<file path="config.mk">
export PLATFORM = sky130hd
export DESIGN_NAME = alu_bist
export DESIGN_NICKNAME = d
export VERILOG_FILES = /design/src/rtl/alu_bist.sv
export SDC_FILE = /design/constraint.sdc
export NUM_CORES = 1
export LEC_CHECK = 0
export ABC_AREA = 0
export CORE_MARGIN = 1.5
export CORE_UTILIZATION = 33
export CTS_BUF_LIST = sky130_fd_sc_hd__clkbuf_8
export CTS_CLUSTER_DIAMETER = 40
export DETAILED_ROUTE_END_ITERATION = 10
export GPL_TIMING_DRIVEN = 0
export PLACE_DENSITY = 0.5
export SYNTH_ARGS = -nofsm -noshare
export SYNTH_HDL_FRONTEND = slang
export SYNTH_SLANG_ARGS = --single-unit
</file>
<file path="constraint.sdc">
create_clock -name clk -period 10.2 [get_ports clk]
set_input_delay 2.04 -clock clk [delete_from_list [all_inputs] [get_ports clk]]
set_output_delay 2.04 -clock clk [all_outputs]
set_load 0.005 [all_outputs]
</file>
<file path="src/rtl/alu_bist.sv">
// -----------------------------------------------------------------------------
// alu_bist : built-in self-test controller for the RV32I ALU.
//
// Drives op1/op2/ALUop into the ALU, samples the combinational ALUresult one
// cycle later and compares it against an internal reference model. Each run
// sweeps ALUop 0..NUM_OPS-1 with NUM_VECTORS vectors per op. Vector 0 of every
// op is a fixed sign/shift corner case. The remaining vectors come from a
// 32-bit Galois LFSR.
//
// Ports
//   clk        in   1   system clock, rising edge
//   rst_n      in   1   asynchronous active-low reset
//   start      in   1   one-cycle pulse that begins a run (ignored while busy)
//   op1        out  32  operand A to ALU
//   op2        out  32  operand B to ALU
//   ALUop      out  4   operation code to ALU
//   ALUresult  in   32  combinational ALU output
//   busy       out  1   high from the cycle after start until done asserts
//   done       out  1   run complete; held until next start or reset
//   pass       out  1   valid with done; 1 when no mismatch was seen
//   fail_count out  8   mismatch count, saturating at 255
//   fail_op    out  4   ALUop of the first mismatch
//   fail_idx   out  8   vector index of the first mismatch
// -----------------------------------------------------------------------------
module alu_bist #(
  parameter int          NUM_VECTORS = 16,
  parameter logic [31:0] SEED        = 32'h1ACE_B00C,
  parameter int          NUM_OPS     = 10
) (
  input  logic        clk,
  input  logic        rst_n,
  input  logic        start,
  output logic [31:0] op1,
  output logic [31:0] op2,
  output logic [3:0]  ALUop,
  input  logic [31:0] ALUresult,
  output logic        busy,
  output logic        done,
  output logic        pass,
  output logic [7:0]  fail_count,
  output logic [3:0]  fail_op,
  output logic [7:0]  fail_idx
);

  typedef enum logic [1:0] {
    IDLE  = 2'd0,
    APPLY = 2'd1,
    CHECK = 2'd2,
    DONE  = 2'd3
  } state_t;

  localparam logic [7:0]  LAST_VEC   = 8'(NUM_VECTORS - 1);
  localparam logic [3:0]  LAST_OP    = 4'(NUM_OPS - 1);
  localparam logic [31:0] CORNER_A   = 32'h8000_0000;
  localparam logic [31:0] CORNER_B   = 32'hFFFF_FFFF;
  localparam logic [31:0] LFSR_TAPS  = 32'h8020_0003;
  localparam logic [31:0] OP2_MASK   = 32'hA5A5_A5A5;

  // One step of the right-shifting Galois LFSR.
  function automatic logic [31:0] lfsr_step(input logic [31:0] cur);
    logic [31:0] nxt;
    nxt = {1'b0, cur[31:1]};
    if (cur[0]) begin
      nxt = nxt ^ LFSR_TAPS;
    end else begin
      nxt = nxt;
    end
    return nxt;
  endfunction

  // Reference ALU using the codebase opcode map.
  function automatic logic [31:0] alu_ref(input logic [31:0] a,
                                          input logic [31:0] b,
                                          input logic [3:0]  op);
    logic [31:0] r;
    case (op)
      4'd0:    r = a + b;
      4'd1:    r = a - b;
      4'd2:    r = a << b[4:0];
      4'd3:    r = {31'd0, ($signed(a) < $signed(b))};
      4'd4:    r = {31'd0, (a < b)};
      4'd5:    r = a ^ b;
      4'd6:    r = a >> b[4:0];
      4'd7:    r = $unsigned($signed(a) >>> b[4:0]);
      4'd8:    r = a | b;
      4'd9:    r = a & b;
      default: r = 32'd0;
    endcase
    return r;
  endfunction

  state_t      state_r;
  state_t      state_s;
  logic [31:0] lfsr_r;
  logic [3:0]  opidx_r;
  logic [7:0]  vidx_r;
  logic        first_fail_r;
  logic [31:0] op1_r;
  logic [31:0] op2_r;
  logic [3:0]  aluop_r;
  logic        busy_r;
  logic        done_r;
  logic        pass_r;
  logic [7:0]  fail_count_r;
  logic [3:0]  fail_op_r;
  logic [7:0]  fail_idx_r;

  logic        start_run_s;
  logic        last_vec_s;
  logic        last_op_s;
  logic [31:0] expected_s;
  logic        mismatch_s;

  // A run may only begin from IDLE or DONE; start is ignored mid-run.
  assign start_run_s = start && ((state_r == IDLE) || (state_r == DONE));
  assign last_vec_s  = (vidx_r == LAST_VEC);
  assign last_op_s   = (opidx_r == LAST_OP);
  assign expected_s  = alu_ref(op1_r, op2_r, aluop_r);
  assign mismatch_s  = (ALUresult != expected_s);

  // FSM state register.
  always_ff @(posedge clk or negedge rst_n) begin
    if (!rst_n) begin
      state_r <= IDLE;
    end else begin
      state_r <= state_s;
    end
  end

  // FSM next-state logic.
  always_comb begin
    state_s = state_r;
    case (state_r)
      IDLE: begin
        if (start) begin
          state_s = APPLY;
        end else begin
          state_s = IDLE;
        end
      end
      APPLY: state_s = CHECK;
      CHECK: begin
        if (last_vec_s && last_op_s) begin
          state_s = DONE;
        end else begin
          state_s = APPLY;
        end
      end
      DONE: begin
        if (start) begin
          state_s = APPLY;
        end else begin
          state_s = DONE;
        end
      end
      default: state_s = IDLE;
    endcase
  end

  // Stimulus generation, result checking and result registers.
  always_ff @(posedge clk or negedge rst_n) begin
    if (!rst_n) begin
      lfsr_r       <= SEED;
      opidx_r      <= 4'd0;
      vidx_r       <= 8'd0;
      first_fail_r <= 1'b0;
      op1_r        <= 32'd0;
      op2_r        <= 32'd0;
      aluop_r      <= 4'd0;
      busy_r       <= 1'b0;
      done_r       <= 1'b0;
      pass_r       <= 1'b0;
      fail_count_r <= 8'd0;
      fail_op_r    <= 4'd0;
      fail_idx_r   <= 8'd0;
    end else if (start_run_s) begin
      lfsr_r       <= SEED;
      opidx_r      <= 4'd0;
      vidx_r       <= 8'd0;
      first_fail_r <= 1'b0;
      busy_r       <= 1'b1;
      done_r       <= 1'b0;
      pass_r       <= 1'b0;
      fail_count_r <= 8'd0;
      fail_op_r    <= 4'd0;
      fail_idx_r   <= 8'd0;
    end else begin
      case (state_r)
        APPLY: begin
          aluop_r <= opidx_r;
          if (vidx_r == 8'd0) begin
            op1_r <= CORNER_A;
            op2_r <= CORNER_B;
          end else begin
            op1_r <= lfsr_r;
            op2_r <= {lfsr_r[15:0], lfsr_r[31:16]} ^ OP2_MASK;
          end
        end
        CHECK: begin
          if (mismatch_s) begin
            if (fail_count_r != 8'hFF) begin
              fail_count_r <= fail_count_r + 8'd1;
            end
            if (!first_fail_r) begin
              first_fail_r <= 1'b1;
              fail_op_r    <= aluop_r;
              fail_idx_r   <= vidx_r;
            end
          end
          // LFSR steps on every check, corner vectors included.
          lfsr_r <= lfsr_step(lfsr_r);
          if (last_vec_s) begin
            vidx_r  <= 8'd0;
            opidx_r <= opidx_r + 4'd1;
          end else begin
            vidx_r  <= vidx_r + 8'd1;
          end
        end
        DONE: begin
          // Results publish one cycle after entering DONE.
          busy_r <= 1'b0;
          done_r <= 1'b1;
          pass_r <= (fail_count_r == 8'd0);
        end
        default: begin
          busy_r <= busy_r;
        end
      endcase
    end
  end

  assign op1        = op1_r;
  assign op2        = op2_r;
  assign ALUop      = aluop_r;
  assign busy       = busy_r;
  assign done       = done_r;
  assign pass       = pass_r;
  assign fail_count = fail_count_r;
  assign fail_op    = fail_op_r;
  assign fail_idx   = fail_idx_r;

endmodule
</file>
==> results of run 1 <==
metal layers:
layer | GRT usage [%] | vias up
met1 | 52.0 | 8982
met4 | 16.2 | 4
met5 | 0 | -
li1 | - | 7614
met2 | 57.9 | 1024
met3 | 7.86 | 173
registers in the layout (all words and copies together) (netlist names), 2 cells and up:
register    count
fail_count      8
fail_idx        8
op2            32
ALUop           4
state_r         2
op1            32
vidx_r          8
fail_op         4
opidx_r         4
lfsr_r         32
worst min path at each step:
stage                      start          end  slack [ns]  depth (start not counted)
floorplan              vidx_r[7]    vidx_r[7]        0.47                          1
global placement            done         done        0.49                          2
global route          lfsr_r[16]       op2[0]        0.55                          1
CTS                 first_fail_r  fail_idx[7]        0.52                          1
detailed placement          done         done        0.50                          2
finish                      done         done        0.51                          2
cell families after synthesis:
family	Yosys count	synth area share, %
adders and majority gates	109	8.70
xor gates and xnor gates	57	3.15
buffers and inverters	259	6.79
and+or+nand+nor	656	20.3
AOI/OAI and AO/OA	581	24.7
DFF	138	21.9
muxes	163	14.5
layout by cell type, fill, tap and decap left out, drive strengths merged, types with 9 or more instances in the layout:
cell type,netlist,routed
xor2,16,16
a21o,9,9
a2111oi,14,14
nand2,176,176
nand2b,14,14
dfstp,13,13
inv,116,124
o21a,9,9
nor3,47,47
and3,14,14
a21oi,118,118
mux2,27,27
o31ai,12,12
a31oi,33,33
clkdlybuf4s50,0,124
nor4,26,26
nand4,29,29
a211oi,26,26
nor2b,22,22
dfrtp,125,125
o41ai,21,21
a221oi,13,13
a221o,10,10
and2,24,24
nor2,187,187
a22oi,32,32
mux4,51,51
o21ai,132,132
o221ai,14,14
o2111ai,10,10
buf,46,49
clkbuf,96,113
o211ai,19,19
mux2i,85,85
nand3,53,53
o22ai,31,31
xnor2,41,41
ha,107,107
cell type report:
cell class              count  area (um2)  area share, %
diodes                      4        10.0         0.0546
plain buffers             142         637           3.47
clock buffers              17         234           1.28
clock inverters            15         179          0.976
inverters                 117         439           2.39
multi-input cells        1566       11300           61.7
flip-flops and latches    138        3470           18.9
well taps                 615         769           4.20
repair buffers            127        1290           7.02
Yosys cell counts, types with 22 or more instances:
cell type	n	area, um2
ha_1	107	1340
nand3_1	53	265
clkbuf_1	95	357
xnor2_1	41	359
nand2_1	176	661
nor3_1	47	235
and2_1	23	144
inv_1	115	432
nor4_1	25	156
a31oi_1	33	206
nand4_1	29	181
o22ai_1	31	194
dfrtp_1	125	3130
a211oi_1	25	188
a22oi_1	32	240
mux2i_1	85	851
a21oi_1	118	591
nor2b_1	22	138
nor2_1	187	702
mux2_2	22	248
mux4_2	51	1150
o21ai_0	123	616
stage by stage:
stage | instances | util, %
after global routing | 2738 | 38.6
final | 2741 | 38.6
after floorplan | 1963 | -
after global placement | 2703 | 37.6
after CTS | 2737 | 38.6
after detailed placement | 2705 | 37.7
power groups by stage:
stage / Clock, mW / Sequential [mW] / Combinational, mW
after floorplan: 0 / 0.916 / 2.76
after global placement: 0 / 1.09 / 4.41
after detailed placement: 0 / 1.09 / 4.40
after CTS: 0.494 / 1.08 / 4.42
after global routing: 0.517 / 1.10 / 4.81
final: 0.485 / 1.10 / 4.57
worst max-delay path, stage by stage (launching register included):
cell and delay (ns):
dfrtp_1 0.51, clkbuf_1 0.40, inv_1 0.35, buf_1 0.75
buf_1 0.76, ha_1 0.47, inv_1 0.18, o221ai_1 0.35
a2111oi_0 0.91, nor2_1 0.26, o21ai_0 0.49, mux2_2 0.39
a211oi_1 0.52, nor4b_1 0.32, o2111ai_1 0.19, nor4_4 0.57
buf_2 0.39, a31oi_1 0.12, o41ai_1 0.09
==> load_flow_metrics.sql, run 1 <==
INSERT INTO impl_metrics (metric_group, metric, value, unit) VALUES
('clock_network', 'post_cts_resized', '0', ''),
('clock_network', 'numCtsBuffers', '17', ''),
('yosys', 'synth_area', '15900', 'um2'),
('yosys', 'postSynthCellCount', '1963', ''),
('yosys', 'synth.lib_cells_used.distinct', '95', ''),
('detailed_routing', 'detailroute.via_count', '17800', ''),
('placed_design', 'postPlaceCellArea', '17900', 'um2'),
('timing', 'grt_setup_unrepaired', 'no', ''),
('setup_path', 'worst-setup-path-type', 'flop to flop', ''),
('setup_path', 'type_of_element_launching_the_critical_path', 'flop', ''),
('yosys', 'synthFlopType', 'dfrtp_1', ''),
('power_and_ir_drop', 'switching_share', '58.0', '%'),
('yosys', 'sequential_share_of_the_synthesized_area', '21.9', '%'),
('power_and_ir_drop', 'finalPower', '6.16', 'mW'),
('global_route', 'antenna_violations_before_repair', '5', ''),
('die', 'core_area', '47500', 'um2'),
('detailed_routing', 'met2WireLength', '41200', 'um'),
('yosys', 'number_of_flip_flops_and_latches_in_the_synthesized_netlist', '138', ''),
('setup_path', 'crit_fanout', '11', ''),
('cells_and_area', 'num-nets-final', '2253', ''),
('power_and_ir_drop', 'leakagePower', '7.41', 'nW'),
('power_and_ir_drop', 'power.clock.fraction', '7.9', '%'),
('run_status', 'status', 'completed', ''),
('power_and_ir_drop', 'power.share.sequential', '17.8', '%'),
('timing', 'fin_skew', '0.0227', 'ns'),
('power_and_ir_drop', 'power.density_cell_area', '336', 'nW/um2'),
('placed_design', 'place_ws', '2.26', 'ns'),
('detailed_routing', 'topRoutingLayerUsed', 'met5', ''),
('yosys', 'synth_enable_flop_cells', '0', ''),
('setup_path', 'setup.reg_to_reg.worst_slack', '2.05', 'ns'),
('power_and_ir_drop', 'net_switching_power_figure', '3.57', 'mW'),
('placed_design', 'hpwlAfterDp', '78300', 'um'),
('setup_path', 'reg2reg_to', 'fail_op[0]', ''),
('clock_network', 'worst_setup_hold_path_clk_slew', '0.09', 'ns'),
('detailed_routing', 'detailedRoute.firstIterationViolations', '2216', ''),
('detailed_routing', 'vias_per_cell', '6.49', ''),
('global_route', 'global_route.usage.total', '38.0', '%'),
('clock_network', 'cts_num_sinks', '138', ''),
('global_route', 'grt_first_pass_wirelength', '133000', 'um'),
('die', 'die_area', '49400', 'um2'),
('global_route', 'grt_start_max_net_pins', '76', ''),
('clock_network', 'cts_hold_buffers', '0', ''),
('setup_path', 'endpoint_kind', 'flop', ''),
('detailed_routing', 'met1Wirelength', '41300', 'um'),
('clock_network', 'clk_path_buf_depth', '2', ''),
('die', 'die_width', '222', 'um'),
('setup_path', 'endpoint', 'fail_op[0]', ''),
('die', 'initial_core_util', '33.3', '%'),
('cells_and_area', 'drive_gt1_share', '8.95', '%'),
('die', 'chipHeight', '222', 'um'),
('die', 'core.rowCount', '80', ''),
('detailed_routing', 'drc_markers', '0', ''),
('global_route', 'grt_overflow_total', '0', ''),
('placed_design', 'buffer_ports.inserted', '125', ''),
('hold_path', 'type_of_the_most_critical_hold_path', 'flop to flop', ''),
('power_and_ir_drop', 'vdd.ir_drop.worst', '0.000173', 'V'),
('timing', 'count_of_final_setup_violators', '0', ''),
('detailed_routing', 'met3RoutedLength', '8370', 'um'),
('detailed_routing', 'finalWirelength', '95500', 'um'),
('power_and_ir_drop', 'comb_power_share', '74.3', '%'),
('timing', 'finalMaxSlewViolations', '0', ''),
('timing', 'timing.final.crit_share', '79.9', '%'),
('cells_and_area', 'layout_fillers', '5057', ''),
('setup_path', 'reg2reg_from', 'op2[3]', ''),
('detailed_routing', 'wl_per_cell', '34.8', 'um'),
('yosys', 'postSynthAreaPerCell', '8.07', 'um2'),
('die', 'io-pin-count', '126', ''),
('setup_path', 'crit_arrival', '8.51', 'ns'),
('timing', 'post-route-min-period', '8.15', 'ns'),
('timing', 'maxClockFrequency', '123', 'MHz'),
('clock_network', 'clock_latency', '0.49', 'ns');
No activity file was read; power rests on OpenSTA's default activity.
==> run 2: changes to the inputs <==
clock period = 7.75 ns   (was 10.2 ns; I/O delays follow)
==> run 2 against run 1 <==
Effect of this change: worst hold slack about the same; critical path depth increased by 2; wire length about the same; final area increased by 0.12%; non-clock buffer count unchanged; largest power group unchanged.
==> load_flow_metrics.sql, run 2 (synthesized netlist as in run 1, its figures left out) <==
INSERT INTO impl_metrics (metric_group, metric, value, unit) VALUES
('run_status', 'status', 'completed', ''),
('clock_network', 'post_cts_buffers', '0', ''),
('global_route', 'grt_first_pass_wirelength', '133000', 'um'),
('timing', 'count_of_final_setup_violators', '0', ''),
('global_route', 'grtUsageMet2', '57.9', '%'),
('timing', 'timing.final.crit_share', '97.2', '%'),
('detailed_routing', 'wl_per_cell', '34.9', 'um'),
('die', 'core.rowCount', '80', ''),
('power_and_ir_drop', 'vdd.ir_drop.worst', '0.000227', 'V'),
('die', 'die_width', '222', 'um'),
('cells_and_area', 'most-common-layout-cells', 'nor2_1 (187), nand2_1 (176), dfrtp_1 (125)', ''),
('clock_network', 'tritoncts', 'yes', ''),
('global_route', 'global_route.usage.total', '38.0', '%'),
('placed_design', 'hpwlAfterDp', '78300', 'um'),
('power_and_ir_drop', 'power.density_cell_area', '442', 'nW/um2'),
('cells_and_area', 'drive_gt1_share', '9.19', '%'),
('timing', 'fin_skew', '0.0210', 'ns'),
('power_and_ir_drop', 'leakagePower', '7.42', 'nW'),
('clock_network', 'clock_latency', '0.49', 'ns'),
('global_route', 'antenna_violations_before_repair', '5', ''),
('detailed_routing', 'finalWirelength', '95600', 'um'),
('setup_path', 'cp-startpoint', 'op2[1]', ''),
('placed_design', 'buffer_ports.inserted', '125', ''),
('setup_path', 'reg2reg_from', 'op2[1]', ''),
('timing', 'grt_setup_unrepaired', 'no', ''),
('setup_path', 'type_of_element_launching_the_critical_path', 'flop', ''),
('timing', 'maxClockFrequency', '133', 'MHz'),
('clock_network', 'h-tree-depth', '4', ''),
('global_route', 'busiest_layer', 'met2', ''),
('cells_and_area', 'layout_fillers', '5049', ''),
('die', 'die_area', '49400', 'um2'),
('timing', 'finalMaxSlewViolations', '0', ''),
('cells_and_area', 'final_instance_area', '18400', 'um2'),
('die', 'chipHeight', '222', 'um'),
('cells_and_area', 'mostFrequentLayoutCell', 'nor2_1', ''),
('global_route', 'grt_start_max_net_pins', '76', ''),
('clock_network', 'cts_hold_buffers', '0', ''),
('detailed_routing', 'drc_markers', '0', ''),
('cells_and_area', 'layout.core_utilization', '38.6', '%'),
('global_route', 'global_route.usage.met3', '7.79', '%'),
('cells_and_area', 'area_growth_syn_to_layout', '15.9', '%'),
('global_route', 'met1_usage', '52.0', '%'),
('clock_network', 'clk_path_buf_depth', '2', ''),
('die', 'core_area', '47500', 'um2'),
('timing', 'slew_hr', '10.9', '%'),
('hold_path', 'type_of_the_most_critical_hold_path', 'flop to flop', ''),
('timing', 'post-route-min-period', '7.53', 'ns'),
('detailed_routing', 'detailedRoute.firstIterationViolations', '2176', ''),
('global_route', 'grt_overflow_total', '0', ''),
('setup_path', 'cp.required', '8.13', 'ns'),
('setup_path', 'endpoint', 'fail_count[4]', ''),
('setup_path', 'endpoint_kind', 'flop', ''),
('job', 'maxCapViolCount', '0', ''),
('clock_network', 'root_buffer_selected_by_cts', 'clkbuf_8', ''),
('clock_network', 'post_cts_resized', '3', ''),
('setup_path', 'worst-setup-path-type', 'flop to flop', ''),
('clock_network', 'worst_setup_hold_path_clk_slew', '0.09', 'ns'),
('clock_network', 'numCtsBuffers', '17', ''),
('placed_design', 'final_replace_weighted_congestion', '1.05', ''),
('detailed_routing', 'detailedRoute.firstPassIterationCount', '8', ''),
('global_route', 'vias_in_the_first_global_route', '16900', ''),
('timing', 'final-hold-violation-count', '0', ''),
('placed_design', 'postPlaceCellArea', '17900', 'um2'),
('timing', 'tightest_slew', '1.32', 'ns'),
('detailed_routing', 'vias_per_cell', '6.53', ''),
('clock_network', 'cts_num_sinks', '138', ''),
('cells_and_area', 'num-nets-final', '2253', ''),
('setup_path', 'crit_fanout', '10', ''),
('setup_path', 'setup.reg_to_reg.worst_slack', '0.22', 'ns'),
('setup_path', 'cell_count_of_the_worst_reg_to_reg_path', '20', ''),
('die', 'initial_core_util', '33.3', '%'),
('die', 'io-pin-count', '126', ''),
('setup_path', 'reg2reg_to', 'fail_count[4]', ''),
('detailed_routing', 'final_antenna_net_count', '0', ''),
('detailed_routing', 'detailroute.via_count', '17900', ''),
('setup_path', 'crit_arrival', '7.91', 'ns');
==> run 2: changes by cell type in the layout (fill, tap and decap cells not counted), moves of 2 or more <==
cell	previous run	this run
buf_1	14	12
clkbuf_1	95	93
clkbuf_2	1	3
diode_2	4	1
==> run 2: power breakdown <==
group	switching (mW)	internal [mW]	total, mW	leakage [nW]
clock network	0.342	0.299	0.640	0.209
logic	3.87	2.16	6.03	5.52
registers	0.499	0.946	1.44	1.70
total	4.71	3.40	8.11	7.42
==> run 2: per-layer routing <==
layer  wire length, um  up-vias
met1             41000     9004
met5                27        -
met4              4560        4
li1                  -     7595
met2             41300     1100
met3              8650      175
==> run 2: final cells by class <==
type | count | area, um2 | share of cell area, %
diodes | 1 | 2.50 | 0.0136
plain buffers | 142 | 653 | 3.56
clock buffers | 17 | 234 | 1.27
clock inverters | 15 | 179 | 0.974
inverters | 117 | 439 | 2.39
multi-input cells | 1566 | 11300 | 61.7
flip-flops and latches | 138 | 3470 | 18.9
well taps | 615 | 769 | 4.19
repair buffers | 127 | 1290 | 7.01
==> run 2: how the worst min path moves through the flow <==
| stage | from | end | slack (ns) | depth (start not counted) |
|---|---|---|---|---|
| after global routing | lfsr_r[16] | op2[0] | 0.55 | 1 |
| after detailed placement | done | done | 0.50 | 2 |
| after CTS | first_fail_r | fail_idx[7] | 0.52 | 1 |
| after floorplan | vidx_r[7] | vidx_r[7] | 0.47 | 1 |
| final | done | done | 0.51 | 2 |
| after global placement | done | done | 0.49 | 2 |
==> run 2: worst max-delay path, stage by stage, from the launching register on <==
cell	delay, ns
dfrtp_1	0.62
buf_2	0.38
buf_4	0.28
buf_6	0.20
buf_2	0.31
buf_2	0.34
inv_1	0.28
ha_1	0.40
a211oi_1	0.57
o211ai_1	0.26
a21oi_1	0.69
a2111oi_1	0.32
or2_2	0.35
o311a_1	0.35
and3_1	0.18
a211oi_1	0.44
o2111ai_1	0.25
nor4_4	0.57
buf_2	0.38
a31oi_1	0.12
o41ai_1	0.08
==> run 2: per-stage QoR <==
step	power, mW	setup TNS [ns]	instances	hold slack, ns	worst slack, ns
after global routing	8.47	0	2738	0.554	0.0575
after CTS	7.89	0	2737	0.517	0.171
final	8.11	0	2738	0.509	0.219
after detailed placement	7.22	-3.45	2705	0.497	-0.191
after global placement	7.24	-81.86	2703	0.487	-0.637
after floorplan	4.84	0	1963	0.471	2.74
==> run 3: changes to the inputs <==
CORE_ASPECT_RATIO = 1.25   (was default)
==> run 3 against run 2 <==
Effect of this change: the flow now finishes with violations (max-capacitance violations, max-slew violations); worst hold slack improved by 0.0067 ns; sequential share of layout area barely moved; utilization rose by 0.12 points; clock skew fell by 0.0046 ns; clock power fell by 15%; critical path type unchanged; critical endpoint is now fail_count[3]; highest routed layer unchanged.
==> load_flow_metrics.sql, run 3 (synthesized netlist as in run 1, its figures left out) <==
INSERT INTO impl_metrics (metric_group, metric, value, unit) VALUES
('setup_path', 'crit_arrival', '7.93', 'ns'),
('clock_network', 'root_buffer_selected_by_cts', 'clkbuf_8', ''),
('global_route', 'grt_overflow_total', '0', ''),
('setup_path', 'type_of_element_launching_the_critical_path', 'flop', ''),
('cells_and_area', 'most-common-layout-cells', 'nor2_1 (187), nand2_1 (176), dfrtp_1 (125)', ''),
('clock_network', 'tritoncts', 'yes', ''),
('die', 'die_area', '49400', 'um2'),
('die', 'initial_core_util', '33.5', '%'),
('clock_network', 'post_cts_resized', '0', ''),
('setup_path', 'worst_path_max_delay_cell', 'a21oi_1', ''),
('placed_design', 'hpwlAfterDp', '79100', 'um'),
('cells_and_area', 'mostFrequentLayoutCell', 'nor2_1', ''),
('global_route', 'antenna_violations_before_repair', '4', ''),
('clock_network', 'clk_path_buf_depth', '2', ''),
('detailed_routing', 'vias_per_cell', '6.37', ''),
('power_and_ir_drop', 'power.density_cell_area', '437', 'nW/um2'),
('global_route', 'grt_first_pass_wirelength', '133000', 'um'),
('detailed_routing', 'wl_per_cell', '34.8', 'um'),
('setup_path', 'crit_fanout', '10', ''),
('setup_path', 'worst-setup-path-type', 'flop to flop', ''),
('hold_path', 'hold_path_startpoint', 'done', ''),
('setup_path', 'crit_path_frequent_cell', 'buf_2', ''),
('cells_and_area', 'num-nets-final', '2255', ''),
('setup_path', 'endpoint_kind', 'flop', ''),
('cells_and_area', 'area_growth_syn_to_layout', '15.7', '%'),
('die', 'core.rowCount', '89', ''),
('detailed_routing', 'finalWirelength', '96200', 'um'),
('die', 'core_area', '47300', 'um2'),
('clock_network', 'post_cts_buffers', '0', ''),
('cells_and_area', 'layout_fillers', '5036', ''),
('timing', 'timing.final.crit_share', '98.0', '%'),
('global_route', 'grt_start_max_net_pins', '72', ''),
('timing', 'slew_hr', '-0.368', '%'),
('clock_network', 'worst_setup_hold_path_clk_slew', '0.08', 'ns'),
('placed_design', 'buffer_ports.inserted', '125', ''),
('timing', 'count_of_final_setup_violators', '0', ''),
('cells_and_area', 'drive_gt1_share', '9.13', '%'),
('detailed_routing', 'final_antenna_net_count', '0', ''),
('global_route', 'vias_in_the_first_global_route', '17000', ''),
('detailed_routing', 'drc_markers', '0', ''),
('setup_path', 'timing.critical_path.buf_inv', '7', ''),
('setup_path', 'cpLargestDelayFamily', 'simple AND/OR/NAND/NOR gates', ''),
('cells_and_area', 'multiInputGateArea', '11300', 'um2'),
('timing', 'hold_slack', '0.515', 'ns'),
('run_status', 'status', 'finished with violations', ''),
('global_route', 'global_route.usage.total', '39.1', '%'),
('clock_network', 'h-tree-depth', '4', ''),
('placed_design', 'postPlaceCellArea', '18000', 'um2'),
('setup_path', 'reg2reg_to', 'fail_count[3]', ''),
('die', 'chipHeight', '248', 'um'),
('job', 'maxCapViolCount', '1', ''),
('placed_design', 'final_replace_weighted_congestion', '1.06', ''),
('timing', 'maxClockFrequency', '132', 'MHz'),
('timing', 'fin_skew', '0.0164', 'ns'),
('power_and_ir_drop', 'finalPower', '8.01', 'mW'),
('setup_path', 'slowest_delay', '0.77', 'ns'),
('timing', 'final.setup.tns', '0', 'ns'),
('timing', 'finalMaxSlewViolations', '1', ''),
('power_and_ir_drop', 'leakagePower', '7.41', 'nW'),
('timing', 'post-route-min-period', '7.60', 'ns'),
('hold_path', 'type_of_the_most_critical_hold_path', 'flop to flop', ''),
('clock_network', 'clock_latency', '0.47', 'ns'),
('die', 'die_width', '199', 'um'),
('die', 'io-pin-count', '126', ''),
('cells_and_area', 'ff_latch_area', '3470', 'um2'),
('detailed_routing', 'detailedRoute.firstIterationViolations', '1654', ''),
('setup_path', 'worst-path-stages', '20', ''),
('setup_path', 'reg2reg_from', 'op2[1]', ''),
('run_status', 'violated_checks', 'max-capacitance violations, max-slew violations', ''),
('timing', 'final-hold-violation-count', '0', ''),
('timing', 'grt_setup_unrepaired', 'no', ''),
('power_and_ir_drop', 'vdd.ir_drop.worst', '0.000212', 'V'),
('setup_path', 'endpoint', 'fail_count[3]', ''),
('clock_network', 'cts_hold_buffers', '0', ''),
('detailed_routing', 'detailedRoute.firstPassIterationCount', '6', ''),
('setup_path', 'cp-startpoint', 'op2[1]', ''),
('timing', 'tightest_slew', '1.49', 'ns'),
('clock_network', 'cts_num_sinks', '138', ''),
('detailed_routing', 'detailroute.via_count', '17600', ''),
('setup_path', 'setup.reg_to_reg.worst_slack', '0.15', 'ns'),
('setup_path', 'worstPathCellList', 'buf_2 > buf_4 > buf_6 > buf_2 > buf_2 > inv_1 > ha_1 > a211oi_1 > o211ai_1 > a21oi_1 > a2111oi_0 > nor4_1 > nand3_1 > xnor2_1 > nand2_1 > or4b_1 > nor4_4 > buf_2 > a31oi_1 > o41ai_1', ''),
('setup_path', 'cp.required', '8.09', 'ns'),
('cells_and_area', 'final_instance_area', '18300', 'um2'),
('clock_network', 'numCtsBuffers', '17', ''),
('setup_path', 'cell_count_of_the_worst_reg_to_reg_path', '20', '');
-- run 3: changes by cell type in the layout (fill, tap and decap cells not counted), sizes merged --
cell,before,now
clkinv,5,7
diode,1,3
clkinvlp,1,0
clkdlybuf4s15,2,0
bufinv,2,0
clkbuf,113,115
buf,47,50
-- run 3: worst min-delay path by stage --
stage	slack, ns	end	cells past startpoint
after floorplan	0.47	vidx_r[7]	1
after global placement	0.48	done	2
after detailed placement	0.49	done	2
after CTS	0.51	done	2
after global routing	0.53	done	2
final	0.52	done	2
-- run 3: cell type report --
| cell class | count | area share, % |
|---|---|---|
| diodes | 3 | 0.0410 |
| plain buffers | 142 | 3.49 |
| clock buffers | 18 | 1.35 |
| clock inverters | 14 | 0.526 |
| inverters | 117 | 2.40 |
| multi-input cells | 1566 | 61.8 |
| flip-flops and latches | 138 | 18.9 |
| well taps | 637 | 4.35 |
| repair buffers | 129 | 7.13 |
-- run 3: routing by layer --
layer	wire (um)	global-route usage (%)	vias up
li1	-	-	7625
met1	36500	46.6	8617
met2	43500	62.1	1066
met3	7390	7.09	291
met4	8840	31.1	2
met5	13	0	-
-- run 3: per-stage QoR --
| stage | utilization [%] | setup WS [ns] | instances |
|---|---|---|---|
| 2_1_floorplan | - | 2.74 | 1963 |
| 3_3_place_gp | 37.8 | -0.645 | 2725 |
| 3_5_place_dp | 37.9 | 0.0849 | 2728 |
| 4_1_cts | 38.7 | 0.0546 | 2760 |
| 5_1_grt | 38.7 | 0.0816 | 2762 |
| 6_report | 38.7 | 0.154 | 2764 |
-- run 3: worst register-to-register path, delay by kind of cell, from the launching register on --
kind / cells / cell delay, ns
AOI/OAI and AO/OA: 6 / 1.96
xor gates and xnor gates: 1 / 0.18
adders and majority gates: 1 / 0.38
buffers and inverters: 7 / 2.08
DFF: 1 / 0.69
and+or+nand+nor: 5 / 2.18
-- run 3: power by group --
part | total, mW | internal (mW) | leakage, nW | switching (mW)
Sequential | 1.43 | 0.946 | 1.70 | 0.480
Combinational | 6.04 | 2.15 | 5.52 | 3.89
Clock | 0.545 | 0.231 | 0.191 | 0.314
